--- src/rtl/lsu_pkg.sv ---
// lsu_pkg: shared encodings for the load/store unit.
//   - MemOp codes (same encoding the control unit drives on mem_op)
//   - Controller state codes
//   - size_of(): access size in bytes for a MemOp code (0 for illegal codes)
//   - op_legal(): 1 for the five defined MemOp codes
package lsu_pkg;

    localparam logic [2:0] MOP_B  = 3'b000;
    localparam logic [2:0] MOP_BU = 3'b001;
    localparam logic [2:0] MOP_H  = 3'b010;
    localparam logic [2:0] MOP_HU = 3'b011;
    localparam logic [2:0] MOP_W  = 3'b100;

    // ST_GAP is the idle cycle between the two beats of a split access,
    // which guarantees bus_req drops before the second beat starts.
    typedef enum logic [2:0] {
        ST_IDLE  = 3'd0,
        ST_BEAT0 = 3'd1,
        ST_GAP   = 3'd2,
        ST_BEAT1 = 3'd3,
        ST_DONE  = 3'd4
    } lsu_state_e;

    function automatic logic [2:0] size_of(input logic [2:0] op);
        case (op)
            MOP_B, MOP_BU: size_of = 3'd1;
            MOP_H, MOP_HU: size_of = 3'd2;
            MOP_W:         size_of = 3'd4;
            default:       size_of = 3'd0;
        endcase
    endfunction

    function automatic logic op_legal(input logic [2:0] op);
        op_legal = (op <= MOP_W);
    endfunction

endpackage

--- src/rtl/lsu_align.sv ---
// lsu_align: combinational lane logic for the load/store unit.
//   off     in  2   byte offset within the first word
//   mem_op  in  3   MemOp code (selects size and extension)
//   wdata   in  32  right-justified store data
//   beat0   in  32  word read by the first beat
//   beat1   in  32  word read by the second beat (ignored when not split)
//   mask    out 8   byte-lane mask across two words (low nibble = beat0)
//   sdata   out 64  lane-shifted store data, disabled lanes forced to 0
//   ldata   out 32  shifted and sign/zero-extended load result
module lsu_align
    import lsu_pkg::*;
(
    input  logic [1:0]  off,
    input  logic [2:0]  mem_op,
    input  logic [31:0] wdata,
    input  logic [31:0] beat0,
    input  logic [31:0] beat1,
    output logic [7:0]  mask,
    output logic [63:0] sdata,
    output logic [31:0] ldata
);

    logic [7:0]  base;
    logic [63:0] shifted;
    logic [31:0] r;

    // NOTE: every signal assigned in always_comb gets a value on every path
    // (default first), otherwise synthesis infers a latch.
    always_comb begin
        base    = (8'd1 << size_of(mem_op)) - 8'd1;
        mask    = base << off;
        shifted = {32'b0, wdata} << {off, 3'b000};
        sdata   = '0;
        for (int i = 0; i < 8; i++) begin
            if (mask[i]) sdata[8*i +: 8] = shifted[8*i +: 8];
        end

        // Bring the addressed byte down to lane 0, keeping only 32 bits.
        r = 32'({beat1, beat0} >> {off, 3'b000});
        case (mem_op)
            MOP_B:   ldata = {{24{r[7]}}, r[7:0]};
            MOP_BU:  ldata = {24'b0, r[7:0]};
            MOP_H:   ldata = {{16{r[15]}}, r[15:0]};
            MOP_HU:  ldata = {16'b0, r[15:0]};
            default: ldata = r;
        endcase
    end

endmodule

--- src/rtl/lsu_mem_ctrl.sv ---
// lsu_mem_ctrl: executes one load or store against word-aligned data memory
// over a single-outstanding req/ack bus; misaligned accesses become two beats.
//   clk, rst_n          clock, asynchronous active-low reset
//   start               request strobe, accepted only in IDLE
//   mem_wr/mem_op       1=store / access type (see lsu_pkg)
//   addr, wdata         byte address and right-justified store data
//   busy                request in flight
//   done, err           one-cycle completion pulse, error flag valid with done
//   rdata               extended load data, held until the next load completes
//   bus_req/we/addr/be/wdata  beat request toward memory
//   bus_ack, bus_rdata  beat completion and read word (same cycle)
module lsu_mem_ctrl
    import lsu_pkg::*;
#(
    parameter int ADDR_W     = 32,
    parameter int WAIT_LIMIT = 255
) (
    input  logic              clk,
    input  logic              rst_n,
    input  logic              start,
    input  logic              mem_wr,
    input  logic [2:0]        mem_op,
    input  logic [ADDR_W-1:0] addr,
    input  logic [31:0]       wdata,
    output logic              busy,
    output logic              done,
    output logic              err,
    output logic [31:0]       rdata,
    output logic              bus_req,
    output logic              bus_we,
    output logic [ADDR_W-1:0] bus_addr,
    output logic [3:0]        bus_be,
    output logic [31:0]       bus_wdata,
    input  logic              bus_ack,
    input  logic [31:0]       bus_rdata
);

    lsu_state_e        state_q, state_d;
    logic              wr_q;
    logic [2:0]        op_q;
    logic [ADDR_W-1:0] addr_q;
    logic [31:0]       wdata_q;
    logic [31:0]       beat0_q, beat1_q;
    logic [7:0]        cnt_q;
    logic              err_q;
    logic [31:0]       rdata_q;

    logic              abort;
    logic              split;
    logic              ack;
    logic              timeout;
    logic [ADDR_W-1:0] addr0, addr1;
    logic [7:0]        mask;
    logic [63:0]       sdata;
    logic [31:0]       ldata;
    logic [31:0]       beat0_in, beat1_in;

    assign split   = ({2'b0, addr_q[1:0]} + {1'b0, size_of(op_q)}) > 4'd4;
    assign ack     = bus_req & bus_ack;
    assign timeout = bus_req & ~bus_ack & (cnt_q == 8'(WAIT_LIMIT - 1));
    assign addr0   = {addr_q[ADDR_W-1:2], 2'b00};
    assign addr1   = addr0 + ADDR_W'(4);

    // The word arriving this cycle is fed straight in so the load result is
    // ready in the same cycle the final ack arrives.
    assign beat0_in = (state_q == ST_BEAT0) ? bus_rdata : beat0_q;
    assign beat1_in = (state_q == ST_BEAT1) ? bus_rdata : beat1_q;

    lsu_align u_align (
        .off    (addr_q[1:0]),
        .mem_op (op_q),
        .wdata  (wdata_q),
        .beat0  (beat0_in),
        .beat1  (beat1_in),
        .mask   (mask),
        .sdata  (sdata),
        .ldata  (ldata)
    );

    // NOTE: sequential state uses non-blocking assignments so every register
    // samples pre-edge values regardless of statement order.
    always_ff @(posedge clk or negedge rst_n) begin
        if (!rst_n) state_q <= ST_IDLE;
        else        state_q <= state_d;
    end

    always_comb begin
        state_d = state_q;
        abort   = 1'b0;
        case (state_q)
            ST_IDLE: if (start) state_d = ST_BEAT0;
            ST_BEAT0: begin
                // Illegal codes spend one cycle here with no bus activity.
                if (!op_legal(op_q)) begin
                    state_d = ST_DONE;
                    abort   = 1'b1;
                end else if (ack) begin
                    state_d = split ? ST_GAP : ST_DONE;
                end else if (timeout) begin
                    state_d = ST_DONE;
                    abort   = 1'b1;
                end
            end
            ST_GAP: state_d = ST_BEAT1;
            ST_BEAT1: begin
                if (ack) begin
                    state_d = ST_DONE;
                end else if (timeout) begin
                    state_d = ST_DONE;
                    abort   = 1'b1;
                end
            end
            ST_DONE: state_d = ST_IDLE;
            default: state_d = ST_IDLE;
        endcase
    end

    always_comb begin
        busy      = (state_q == ST_BEAT0) || (state_q == ST_GAP) || (state_q == ST_BEAT1);
        done      = (state_q == ST_DONE);
        err       = done & err_q;
        rdata     = rdata_q;
        bus_req   = ((state_q == ST_BEAT0) && op_legal(op_q)) || (state_q == ST_BEAT1);
        bus_we    = 1'b0;
        bus_addr  = '0;
        bus_be    = '0;
        bus_wdata = '0;
        if (bus_req) begin
            bus_we = wr_q;
            if (state_q == ST_BEAT1) begin
                bus_addr  = addr1;
                bus_be    = mask[7:4];
                bus_wdata = sdata[63:32];
            end else begin
                bus_addr  = addr0;
                bus_be    = mask[3:0];
                bus_wdata = sdata[31:0];
            end
        end
    end

    always_ff @(posedge clk or negedge rst_n) begin
        if (!rst_n) begin
            wr_q    <= 1'b0;
            op_q    <= '0;
            addr_q  <= '0;
            wdata_q <= '0;
            beat0_q <= '0;
            beat1_q <= '0;
            cnt_q   <= '0;
            err_q   <= 1'b0;
            rdata_q <= '0;
        end else begin
            if (state_q == ST_IDLE && start) begin
                wr_q    <= mem_wr;
                op_q    <= mem_op;
                addr_q  <= addr;
                wdata_q <= wdata;
            end
            // Counts unacknowledged request cycles; any other cycle clears it,
            // so it restarts from 0 on entry to each beat.
            if (bus_req && !bus_ack) cnt_q <= cnt_q + 8'd1;
            else                     cnt_q <= '0;
            if (ack && state_q == ST_BEAT0) beat0_q <= bus_rdata;
            if (ack && state_q == ST_BEAT1) beat1_q <= bus_rdata;
            if (state_d == ST_DONE && state_q != ST_DONE) err_q <= abort;
            // Only a load whose final beat was acknowledged updates rdata.
            if (ack && state_d == ST_DONE && !wr_q) rdata_q <= ldata;
        end
    end

endmodule

--- config.mk ---
export PLATFORM = sky130hd
export DESIGN_NAME = lsu_mem_ctrl
export DESIGN_NICKNAME = d
export VERILOG_FILES = /design/src/rtl/lsu_pkg.sv /design/src/rtl/lsu_align.sv /design/src/rtl/lsu_mem_ctrl.sv
export SDC_FILE = /design/constraint.sdc
export NUM_CORES = 1
export LEC_CHECK = 0
export ABC_AREA = 0
export BUFFER_PORTS_ARGS = -buffer_cell sky130_fd_sc_hd__buf_2
export CAP_MARGIN = 30
export CORE_MARGIN = 4
export CORE_UTILIZATION = 40
export CTS_CLUSTER_SIZE = 28
export DETAILED_ROUTE_END_ITERATION = 7
export GPL_TIMING_DRIVEN = 0
export SLEW_MARGIN = 20
export SYNTH_ARGS = -nofsm -noshare
export SYNTH_HDL_FRONTEND = slang
export SYNTH_SLANG_ARGS = --single-unit
--- constraint.sdc ---
create_clock -name clk -period 4.4 [get_ports clk]
set_input_delay 0.44 -clock clk [delete_from_list [all_inputs] [get_ports clk]]
set_output_delay 0.44 -clock clk [all_outputs]
set_load 0.01 [all_outputs]
==> impl_metrics.json, run 1 <==
{
  "outcome": "complete, but fails checks",
  "violations": "negative hold slack",
  "cp_common_cell": "buf_2",
  "n_fill_cell": 2363,
  "yosysTopAreaCellShare_pct": 41.37,
  "synth-compound-area-share_pct": 8.361,
  "worstPathArrival_ps": 3520,
  "whs_ps": -4.925,
  "grt_use_met1_pct": 30.66,
  "synth_mux_area_share_pct": 29.42,
  "place_congestion": 0.8684,
  "antenna_found_initial": 5,
  "synthTopCellsByCount": "168 x dfrtp_1, 140 x mux2_2, 64 x nor2_1",
  "final_util_pct": 48.58,
  "crit_slowest_cell": "a22oi_1",
  "pre_cts_slack_ps": 588.4,
  "grt_first_pass_wirelength_um": 48820,
  "nNetsFinal": 1227,
  "synthFlopType": "dfrtp_1",
  "use_met2_pct": 35.03,
  "yosysMostFrequentCell": "dfrtp_1",
  "ys_seq_area_share_pct": 41.37,
  "timing.hold.worst.class": "input port to asynchronous set/reset pin",
  "synth_edf_count": 0,
  "hold_buffers": 0,
  "r2r_slack_ps": 550,
  "min_period_over_period_pct": 90.04,
  "fin_skew_ps": 9.137,
  "dr.pass1.iters": 7,
  "synth_cell_types": 62,
  "drt-wirelength-per-cell_um": 21.50,
  "dp.final_hpwl_um": 22700,
  "clkPwrFrac_pct": 15.6,
  "grt_pass1_vias": 8298,
  "timing_hold_violations_final": 6,
  "cts_setup_buffers": 0,
  "cts_resized": 0,
  "ioPinCount": 209,
  "cts.htree.levels": 4,
  "critPathTopFamily": "buffers and inverters",
  "synthTopCellsByArea": "dfrtp_1 41%, mux2_2 16%, mux4_2 10%",
  "core-area_um2": 25110,
  "drive_gt1_share_pct": 42.07,
  "yosys_warnings": 0,
  "viasPerCell": 5.686,
  "finalPower_mw": 9.059,
  "synth_seq_cells": 168,
  "cts_tree": "yes",
  "synthSimpleGateAreaFrac_pct": 12.63,
  "rows": 58,
  "use_met3_pct": 5.996,
  "post_synth.cell_area_avg_um2": 11.43,
  "cp.required_ps": 3960,
  "die_w_um": 167.4,
  "die_area_um2": 28020,
  "critPathMaxFanout": 10,
  "drt-initial-drc-count": 745,
  "ant_nets": 0,
  "power_frac_seq_pct": 31.0,
  "synthCells": 889,
  "worstMarginPinSlew_ps": 1013,
  "cts_buffer_depth": 2,
  "slowest_delay_ps": 810,
  "root_buffer": "clkbuf_16",
  "pwr_density_cell_nw_per_um2": 742.6,
  "p_int_mw": 5.310,
  "relSlewSlack_pct": 32.44,
  "endpoint_kind": "primary output",
  "crit_buf_inv": 6,
  "clock-sinks": 168,
  "drc": 0,
  "syn_area_um2": 10160,
  "synth_fa_ha_area_share_pct": 0.8127,
  "drv_cap": 0,
  "vdd_drop_max_mv": 0.2703,
  "synth_top_family_by_area": "multiplexers",
  "synth_area_leader_cell": "dfrtp_1",
  "rsz0062_at_grt": "false",
  "fin_crit_ps": 3962,
  "vias": 8313,
  "grt_max_degree": 88,
  "grtUsageTotal_pct": 22.29,
  "synth_xor_area_share_pct": 2.672,
  "overflow": 0,
  "cts_made_buffers": 17,
  "path_class": "flop to primary output",
  "top_usage_layer": "met2",
  "worstSetupStartpointType": "flop",
  "p_leak_nw": 5.427,
  "tns_ps": 0,
  "io_buffers": 206,
  "fmax_ghz": 0.2524,
  "setup_violations": 0,
  "p_comb_share_pct": 53.4,
  "slew_viol_final": 0,
  "start_util_pct": 40.47,
  "areaGrowthSynthToFinish_pct": 20.06,
  "die_h_um": 167.4,
  "insertion_delay_ps": 430,
  "worst_slack_ps": 438.2,
  "routed_wl_um": 31440,
  "cts.clk_slew.worst_paths_ps": 70,
  "worstPathCellList": "buf_4, buf_6, inv_1, buf_2, buf_2, o21ai_0, a22oi_1, nor3_1, buf_2",
  "switching_share_pct": 41.39,
  "switchingPower_mw": 3.750,
  "async_flop_share_pct": 100.0
}
[cells in the final DEF (no fill, tap or decap), types with 8 or more instances in the layout]
| cell type | netlist | final |
|---|---|---|
| xor2_1 | 24 | 24 |
| a221oi_1 | 8 | 8 |
| dfrtp_1 | 168 | 168 |
| a221o_1 | 14 | 14 |
| nand3_1 | 29 | 29 |
| mux2i_1 | 32 | 32 |
| o21ai_0 | 19 | 19 |
| a22o_1 | 8 | 8 |
| inv_1 | 25 | 25 |
| clkbuf_1 | 27 | 28 |
| buf_2 | 26 | 231 |
| mux2_2 | 140 | 140 |
| a21oi_1 | 24 | 24 |
| nand2b_1 | 8 | 8 |
| clkbuf_16 | 0 | 17 |
| a32oi_1 | 8 | 8 |
| nor3_1 | 18 | 18 |
| mux4_2 | 47 | 47 |
| nor2_1 | 64 | 64 |
| nor2b_1 | 13 | 13 |
| buf_1 | 9 | 9 |
| nand4_1 | 12 | 12 |
| a211oi_1 | 10 | 10 |
| nand2_1 | 42 | 42 |
| o22a_1 | 9 | 9 |
| nor3b_1 | 10 | 10 |
| and2_1 | 19 | 19 |
[stage by stage]
stage                     hold slack (ps)  instance area [um^2]  instances
after floorplan                     144.4                 10160        890
after global placement              464.6                 11610       1426
after detailed placement            474.4                 11650       1428
after CTS                           16.15                 12190       1459
after global routing                43.36                 12200       1461
final                              -4.925                 12200       1462
[power by group through the flow]
stage | clock [mW] | combinational [mW] | sequential [mW]
6_report | 1.41 | 4.84 | 2.81
5_1_grt | 1.51 | 5.25 | 2.91
4_1_cts | 1.45 | 4.82 | 2.80
3_5_place_dp | 0 | 4.79 | 2.83
3_3_place_gp | 0 | 4.74 | 2.81
2_1_floorplan | 0 | 3.40 | 2.73
[cell type report]
cell class / instances / area [um^2] / share of cell area (%)
clock inverter: 12 / 95.09 / 0.7795
clock buffer: 19 / 442.9 / 3.631
timing repair buffer: 208 / 1076 / 8.820
antenna: 3 / 7.507 / 0.06154
tap: 330 / 412.9 / 3.385
multi-input combinational: 622 / 5484 / 44.95
inverter: 25 / 93.84 / 0.7692
sequential: 168 / 4204 / 34.46
buffer: 75 / 382.9 / 3.138
[layer usage]
| layer | wire length (um) | up-vias |
|---|---|---|
| met4 | 644 | 6 |
| met5 | 27 | - |
| li1 | - | 3743 |
| met1 | 13470 | 4133 |
| met2 | 14470 | 375 |
| met3 | 2829 | 56 |
[worst register-to-register path, delay by kind of cell, from the launching register on]
kind	cells	cell delay (ps)
simple gates	2	950
fa+ha+maj	2	740
buf+inv	2	640
flops	1	400
mux	1	380
compound gates	2	630
[state kept, by name, indices dropped and copies added, names as in the netlist]
name / flops
addr_q: 32
beat0_q: 32
rdata: 32
wdata_q: 32
beat1_q: 24
cnt_q: 8
op_q: 3
state_q: 3
err_q: 1
wr_q: 1
[final timing paths]
path                       startpoint            to  cells after the start
max in group asynchronous       rst_n     addr_q[6]                      2
min in group clk             addr[26]    addr_q[26]                      3
max reg2reg                   op_q[2]      rdata[3]                      9
min reg2reg                  rdata[5]      rdata[5]                      1
min                             rst_n      rdata[4]                      1
max                         addr_q[0]  bus_wdata[0]                      9
[cell families after synthesis]
family,count (synthesis)
adders and majority gates,6
xor gates and xnor gates,31
and+or+nand+nor,245
buffers and inverters,100
DFF,168
other,1
muxes,222
AOI/OAI and AO/OA,116
Note: power is estimated with default switching activity, not from simulation.
==> run 2: changes to the inputs <==
--- a/config.mk
+++ b/config.mk
@@ -13,6 +13,7 @@
 export CTS_CLUSTER_SIZE = 28
 export DETAILED_ROUTE_END_ITERATION = 7
 export GPL_TIMING_DRIVEN = 0
+export PLACE_DENSITY = 0.63
 export SLEW_MARGIN = 20
 export SYNTH_ARGS = -nofsm -noshare
 export SYNTH_HDL_FRONTEND = slang
==> impl_metrics.json, run 2 (synthesis gave the netlist of run 1 again) <==
{
  "drive_gt1_share_pct": 42.23,
  "cts_buffer_depth": 2,
  "nNetsFinal": 1229,
  "critPathMaxFanout": 10,
  "worst_slack_ps": 389.3,
  "p_comb_share_pct": 52.4,
  "die_h_um": 167.4,
  "insertion_delay_ps": 430,
  "worstSetupStartpointType": "flop",
  "crit_slowest_cell": "a22oi_1",
  "tns_ps": 0,
  "drc": 0,
  "final_cell_mix": "231 x buf_2, 168 x dfrtp_1, 140 x mux2_2",
  "timing_hold_violations_final": 0,
  "endpoint_kind": "primary output",
  "p_leak_nw": 5.490,
  "die_area_um2": 28020,
  "place_congestion": 0.8763,
  "path_class": "flop to primary output",
  "dp.final_hpwl_um": 22850,
  "areaGrowthSynthToFinish_pct": 21.12,
  "met1_length_um": 13490,
  "cp.required_ps": 3960,
  "die_w_um": 167.4,
  "layout_commonest_cell": "buf_2",
  "n_fill_cell": 2373,
  "root_buffer": "clkbuf_16",
  "place_area_um2": 11680,
  "hold_start": "mem_wr",
  "setup_violations": 0,
  "routed_wl_um": 31470,
  "whs_ps": 219.1,
  "cts_resized": 0,
  "outcome": "complete, no violations",
  "switchingPower_mw": 3.781,
  "slew_viol_final": 0,
  "cts.clk_slew.worst_paths_ps": 70,
  "drv_cap": 0,
  "power_frac_seq_pct": 30.5,
  "min_period_over_period_pct": 91.15,
  "whs_path_depth": 3,
  "core-area_um2": 25110,
  "fin_skew_ps": 12.75,
  "worstPathCellList": "buf_4, buf_6, inv_1, buf_2, buf_2, o21ai_0, a22oi_1, nor3_1, buf_2",
  "relSlewSlack_pct": 25.42,
  "switching_share_pct": 40.94,
  "drt-initial-drc-count": 570,
  "r2r-start": "op_q[2]",
  "pre_cts_slack_ps": 666.3,
  "rr_endpoint": "rdata[3]",
  "topRoutingLayerUsed": "met4",
  "cts_made_buffers": 17,
  "antenna_found_initial": 3,
  "ioPinCount": 209,
  "worstPathArrival_ps": 3570,
  "fmax_ghz": 0.2493,
  "dr_wl_met3_um": 2550,
  "r2r_slack_ps": 540,
  "ant_nets": 0,
  "dr.pass1.iters": 7,
  "drt-wirelength-per-cell_um": 21.48,
  "final_area_um2": 12310,
  "vdd_drop_max_mv": 0.2805,
  "met2_length_um": 14790,
  "overflow": 0,
  "cp_common_cell": "buf_2",
  "grt_max_degree": 70,
  "fin_cells": 1465,
  "p_int_mw": 5.455,
  "grt_first_pass_wirelength_um": 49090,
  "clkPwrFrac_pct": 17.1,
  "cts.htree.levels": 4,
  "cts_tree": "yes",
  "place_inst": 1429,
  "vias": 8338,
  "grt_pass1_vias": 8544,
  "final_util_pct": 49.01,
  "slowest_delay_ps": 890,
  "viasPerCell": 5.691,
  "clock-sinks": 168,
  "rr_worst_depth": 9,
  "holdPathEnd": "wr_q",
  "start_util_pct": 40.47,
  "worstMarginPinSlew_ps": 1119,
  "grtUsageTotal_pct": 22.37,
  "io_buffers": 206,
  "finalPower_mw": 9.236,
  "timing.hold.worst.class": "input port to flop",
  "rows": 58,
  "rsz0062_at_grt": "false",
  "fin_crit_ps": 4011,
  "pwr_density_cell_nw_per_um2": 750.5
}
-- run 2: repair_timing --
item | 4_1_cts | 5_1_grt
setup buffers | 0 | 0
endpoints found under the hold margin | 31 | 0
hold buffers | 1 | 0
endpoints found under the setup margin | 0 | 0
-- run 2: how the worst max path moves through the flow --
stage,start,to
after floorplan,op_q[2],rdata[3]
after global placement,rst_n,wdata_q[26]
after detailed placement,op_q[2],rdata[6]
after CTS,addr_q[1],bus_wdata[15]
after global routing,addr_q[0],bus_wdata[0]
final,addr_q[0],bus_wdata[5]
-- run 2: cell type report --
type                    count  area, um^2  area share [%]
repair buffers            210        1114           9.048
clock inverters            13       155.1           1.261
diodes                      3       7.507         0.06100
well taps                 330       412.9           3.355
plain buffers              75       382.9           3.111
clock buffers              19       452.9           3.680
inverters                  25       93.84          0.7625
multi-input cells         622        5484           44.56
flip-flops and latches    168        4204           34.16
-- run 2: routing by layer --
layer / up-vias / track usage (%)
met2: 404 / 35.45
li1: 3742 / -
met5: - / 0
met4: 0 / 6.528
met3: 52 / 5.855
met1: 4140 / 30.50
-- run 2: critical path, delay by kind of cell (launching register included) --
family,cells,cell delay (ps)
AO/OA/AOI/OAI,2,1040
buffers and inverters,6,1470
flip-flops,1,410
AND/OR/NAND/NOR,1,220
-- run 2: power by group through the flow --
stage                     sequential (mW)  clock [mW]  combinational, mW
after global routing                 2.92        1.67               5.25
after CTS                            2.81        1.60               4.82
after floorplan                      2.73           0               3.40
after global placement               2.80           0               4.72
final                                2.82        1.58               4.84
after detailed placement             2.84           0               4.80
